**config.mk**
```make
export PLATFORM = sky130hd
export DESIGN_NAME = regfile_req_encoder42
export DESIGN_NICKNAME = d
export VERILOG_FILES = /design/src/rtl/regfile_req_encoder42.sv
export SDC_FILE = /design/constraint.sdc
export NUM_CORES = 1
export LEC_CHECK = 0
export ABC_CLOCK_PERIOD_IN_PS = 4430
export BUFFER_PORTS_ARGS = -buffer_cell sky130_fd_sc_hd__buf_2
export CAP_MARGIN = 40
export CORE_AREA = 2 2 39 41
export CTS_CLUSTER_SIZE = 25
export DETAILED_ROUTE_END_ITERATION = 10
export DIE_AREA = 0 0 41 43
export PLACE_DENSITY = 0.71
export SLEW_MARGIN = 5
export SYNTH_ARGS = -nofsm -noshare
export SYNTH_HDL_FRONTEND = slang
export SYNTH_SLANG_ARGS = --single-unit
```
**constraint.sdc**
```tcl
create_clock -name clk -period 4.43 [get_ports clk]
set_clock_uncertainty 0.1 [all_clocks]
set_input_delay 0.443 -clock clk [delete_from_list [all_inputs] [get_ports clk]]
set_output_delay 0.443 -clock clk [all_outputs]
set_load 0.05 [all_outputs]
```
**src/rtl/regfile_req_encoder42.sv**
```systemverilog
`default_nettype none
// ============================================================================
//  Module      : regfile_req_encoder42
//  Description : Sequential 4:2 request encoder for register-file slots.
//                Captures one of four request lines and presents its index
//                on a registered valid/ready output. Returns a one-cycle
//                one-hot acknowledge to the granted slot. The enable input
//                is active-low.
//                Selection is round-robin by default. A build option
//                (REGFILE_ENC_FIXED_PRIO_EN) gives fixed priority with
//                slot 3 highest and no round-robin pointer register.
//  Revision    : 1.0 - initial release
// ============================================================================
module regfile_req_encoder42 #(
    parameter int unsigned NREQ      = 4,
    parameter logic [1:0]  RESET_PTR = 2'd3
) (
    input  logic            clk,
    input  logic            resetn,
    input  logic            en_n,
    input  logic [NREQ-1:0] req,
    input  logic            out_ready,
    output logic            out_valid,
    output logic [1:0]      idx,
    output logic            multi,
    output logic [NREQ-1:0] ack
);

    logic            valid_q, valid_d;
    logic [1:0]      idx_q,   idx_d;
    logic            multi_q, multi_d;
    logic [NREQ-1:0] ack_q,   ack_d;

    logic [1:0]      w_sel;
    logic            w_capture;
    logic            w_accept;

`ifdef REGFILE_ENC_FIXED_PRIO_EN
    // Fixed priority pick: highest-numbered requesting slot wins.
    always_comb begin
        w_sel = 2'd0;
        if (req[3])      w_sel = 2'd3;
        else if (req[2]) w_sel = 2'd2;
        else if (req[1]) w_sel = 2'd1;
        else             w_sel = 2'd0;
    end
`else
    logic [1:0] ptr_q, ptr_d;

    // Round-robin pick: search ptr+1, ptr+2, ptr+3, ptr (wrapping mod 4).
    always_comb begin
        logic       found;
        logic [1:0] cand;
        w_sel = ptr_q;
        found = 1'b0;
        cand  = 2'd0;
        for (int k = 1; k <= 4; k++) begin
            cand = ptr_q + k[1:0];
            if (!found && req[cand]) begin
                w_sel = cand;
                found = 1'b1;
            end
        end
    end

    // Pointer follows the last granted slot so it is searched last next time.
    always_comb begin
        ptr_d = ptr_q;
        if (w_capture) ptr_d = w_sel;
    end

    // Round-robin pointer register.
    always_ff @(posedge clk or negedge resetn) begin
        if (!resetn) ptr_q <= RESET_PTR;
        else         ptr_q <= ptr_d;
    end
`endif

    // A new selection is taken only when enabled, the output slot is free or
    // draining this cycle, and someone is actually requesting.
    assign w_accept  = valid_q && out_ready;
    assign w_capture = !en_n && (!valid_q || out_ready) && (req != '0);

    // Next-state for the output holding register and the ack pulse.
    always_comb begin
        valid_d = valid_q;
        idx_d   = idx_q;
        multi_d = multi_q;
        ack_d   = '0;
        if (w_capture) begin
            valid_d      = 1'b1;
            idx_d        = w_sel;
            multi_d      = (req & (req - 1'b1)) != '0;
            ack_d[w_sel] = 1'b1;
        end else if (w_accept) begin
            valid_d = 1'b0;
        end
    end

    // Output registers; reset discards any pending selection immediately.
    always_ff @(posedge clk or negedge resetn) begin
        if (!resetn) begin
            valid_q <= 1'b0;
            idx_q   <= 2'd0;
            multi_q <= 1'b0;
            ack_q   <= '0;
        end else begin
            valid_q <= valid_d;
            idx_q   <= idx_d;
            multi_q <= multi_d;
            ack_q   <= ack_d;
        end
    end

    assign out_valid = valid_q;
    assign idx       = idx_q;
    assign multi     = multi_q;
    assign ack       = ack_q;

endmodule
`default_nettype wire

```
Yosys cells after proc, flatten, opt, wreduce, memory -nomap -nowiden
Index checks and enable logic that the tools add are counted.
- mux-type cells: 20
- $add $sub $neg: 4
- order comparisons: 6
- bitwise logic cells: 1
- reduce and logical (&&, ||, !) cells: 16
- operators by type and width (cell ; count):
    < comparator 2 x 3 -> 1 bit, second input constant ; 5
    two-way mux 1 bit ; 10
    binary-select mux 1 bit (select 2 bit) ; 4
    two-way mux 2 bit ; 4
    nonzero test 4 bit ; 2
    logical AND 1 bit ; 7
    zero test 1 bit ; 5
    adder 2 bit, second input constant ; 2
    bitwise AND 4 bit ; 1
    two-way mux 4 bit ; 1
    subtractor 4 x 1 -> 4 bit, second input constant ; 1
    adder 2 x 1 -> 2 bit, second input constant ; 1
    demux 1 bit (select 2 bit) ; 1
    >= comparator 2 x 1 -> 1 bit, second input constant ; 1
    nonzero test 2 bit ; 1
    logical OR 1 bit ; 1
- output and inout port bits: 8
- register bits: 10
- logic and storage cells: 52

Logic depth before layout (Yosys ltp)
- depth after elaboration: 18
- mapped depth: 5
- mapped depth without buffers: 4

Worst setup path after synthesis
No wires, ideal clock.
- path type: reg-to-reg
- start point: register valid_q (netlist: out_valid)
- end point: register idx_q[0] (netlist: idx[0])
- data arrival time: 1458 ps
- buffers on the path: 1
- stages on the path, launching flop included: 5
- slack: 2747 ps
- data required time: 4205 ps
- setup time: 125 ps
- cells stage by stage: dfrtp_1 -> a21oi_1 -> nor2b_1 -> buf_6 -> mux2_4
- word-level cells in the longest chain between the ends: 4
- RTL lines (item ; line ; RTL):
    start: declaration ; 29 ; logic valid_q, valid_d;
    start signal: assignment ; 108 ; valid_q <= valid_d;
    zero test 1 bit ; 82 ; assign w_capture = !en_n && (!valid_q || out_ready) && (req != '0);
    logical OR 1 bit ; 82 ;
    logical AND 1 bit (2 in series) ; 82 ;
    end signal: assignment ; 109 ; idx_q <= idx_d;
    end: declaration ; 30 ; logic [1:0] idx_q, idx_d;
No other way between the ends.
A chain may end at the register's enable or synchronous reset.

Final worst setup path
- start point: register valid_q (netlist: out_valid)
- end point: register idx_q[1] (netlist: idx[1])
Same word-level chain as after synthesis.

==> flow_summary.ini <==
[status]
run_status = finished clean

[worst_setup_path]
crit_family = simple AND/OR/NAND/NOR gates
arrival_ns = 1.78
setup.reg_to_reg.worst_slack_ns = 2.70
critPathCaptureType = flop
cp.depth = 3
ff2ff_path_depth = 3
r2r_start = out_valid
cp_data_required_time_ns = 4.48
critical_path.startpoint_type = flop
path_class = flop to flop
highest_net_fanout_along_the_worst_path = 6
reg2reg_to = idx[1]
cell_by_cell_trace_of_the_critical_path = a21oi_1, nor2b_1, mux2_4
cp_num_buf_inv = 0
slowest_delay_ns = 0.50
cp_slowest_cell = nor2b_1

[finish]
layout_commonest_cell = buf_2
final_nets = 77
drive_above_1_share = 0.3676
antenna-diode-count = 0
final_cell_count_no_fill = 84
syn_to_final_growth_pct = 22.06
highest_count_cells_in_the_layout_ignoring_fill_and_taps = 15 x buf_2, 8 x dfrtp_1, 5 x a21oi_1

[timing]
totalNegativeSetupSlack_ns = 0
final_hold_slack_ns = 0.2702
achievable-frequency_mhz = 577.3
period_needed_ns = 1.732
final-setup-viol-count = 0
timing.slew.headroom = 0.6445
rsz_0062_raised_after_global_routing = no
final-max-slew-violation-count = 0
setup_slack_ns = 2.698
finalHoldViolCount = 0
final_min_period_over_clock_period = 0.3910
worst-slew-pin-transition_ns = 0.5322

[floorplanning]
fp.dieArea_um2 = 1763
floorplan.die.height_um = 43
boundaryPins = 16
core_um2 = 1384
rows = 14
initial_core_util = 0.3770
dieWidth_um = 41

[drt]
first_iter_violations = 1
sum_of_routed_wire_length_over_all_layers_um = 951
drcViolationCount = 0
vias_per_cell = 5.167
antenna_violating_nets_left = 0
detail_route.wl_per_cell_um = 11.32
num_vias = 434
firstDrtPassIters = 3

[logic_synthesis]
syn-instance-count = 50
synth_seq_area_share = 0.4844
yosysWarningCount = 0
avgSynthCellArea_um2 = 10.44
post-synth-top-area-cell = dfrtp_1
synth_cell_types = 23
synth.ff_latch_count = 10
mappedNetlistNets = 58
synth_top_area_share = 0.3837
synth_enable_flop_cells = 0
async_flop_share = 1.000
cells_taking_the_most_area_after_synthesis = dfrtp_1 38%, dfstp_2 10%, mux2_4 8.6%
most_used_dff_post_synth = dfrtp_1
synth.cell_area_um2 = 521.8

[place]
gp_congestion = 0.7829
placed_cells_incl_taps = 79
dp_worst_setup_slack_ns = 2.547
buffer_ports.inserted = 15
place_hpwl_um = 750.3

[clock_network]
clk_pin_slew_ns = 0.06
ctsHtreeMaxLevel = 1
ctsRootBufferMaster = clkbuf_4
cts_buffer_depth = 2
cts-resized-gates = 0
later_pin_clock_latency_in_the_skew_report_ns = 0.26
number_of_buffers_added_by_the_clock_tree_synthesis_step = 3
clock-sinks = 10
cts_tree = yes
cts.repair_timing.setup_buffer_count = 0

[global_routing]
grt_pass1_wl_um = 1731
grt_ovf = 0
gr-usage-all-layers = 0.1485
grt_antenna_before_repair = 0
grt_start_max_net_pins = 11
via_count_of_the_first_global_routing_pass = 411

[min_path]
min_delay_path_depth = 2
min-delay-start = en_n
min-delay-path-class = input port to flop
timing.hold.worst_endpoint = out_valid

[power]
cellPowerDensity_nw_per_um2 = 625.4
overall_power_after_layout_uw = 398.3
power.leakage_nw = 0.3168
peakVddDrop_v = 0.0001816

[flow_run]
max-cap-violations = 0
state kept, by name, summed over array words and instances (netlist names):
register   flops
out_valid      1
ptr_q          2
idx            2
multi          1
ack            4
area by class of cell:
type	instances	area [um2]
multi-input combinational	35	241.5
timing repair buffer	16	85.08
tap	16	20.02
fill	150	747.0
inverter	3	11.26
clock buffer	4	26.28
sequential	10	252.7
per-stage QoR:
| step | util | cell area, um2 |
|---|---|---|
| floorplan | - | 521.8 |
| global placement | 0.4340 | 600.6 |
| detailed placement | 0.4340 | 600.6 |
| CTS | 0.4602 | 636.9 |
| global route | 0.4602 | 636.9 |
| finish | 0.4602 | 636.9 |
where the power goes:
group	internal, mW	switching (mW)
clock network	0.0348	0.0296
logic	0.0656	0.121
registers	0.127	0.0203
cell usage after synthesis, types with 2 or more instances:
master / n
dfrtp_1: 8
a21oi_1: 5
inv_1: 3
mux2_4: 3
nand2b_1: 3
nor3_1: 3
o21ai_0: 3
o21ai_1: 3
a211o_1: 2
and3_1: 2
dfstp_2: 2
nand2_1: 2
how the worst max path moves through the flow:
stage / start / end / slack, ns
after global routing: out_valid / idx[0] / 2.58
after detailed placement: out_ready / idx[1] / 2.55
final: out_valid / idx[1] / 2.70
after floorplan: out_valid / idx[0] / 2.75
after global placement: out_ready / idx[1] / 2.61
after CTS: out_valid / idx[1] / 2.70
metal layers:
metal  share of wire  up-vias  GRT usage
li1                -      212          -
met1            0.46      201     0.1836
met2            0.45       16     0.2188
met3           0.043        5    0.01571
met4           0.040        0     0.1200
met5               0        -          0
kinds of logic after synthesis:
logic type | after synthesis | synth area share
AND/OR/NAND/NOR | 15 | 0.1703
AO/OA/AOI/OAI | 15 | 0.1703
multiplexers | 4 | 0.1055
flip-flops | 10 | 0.4844
XOR/XNOR | 1 | 0.01679
buffers and inverters | 5 | 0.05275
repair_timing:
item / in CTS / in global routing
hold buffers: 1 / 0
setup endpoints to repair: 0 / 0
hold endpoints to repair: 8 / 0
Note: power is estimated with default switching activity, not from simulation.
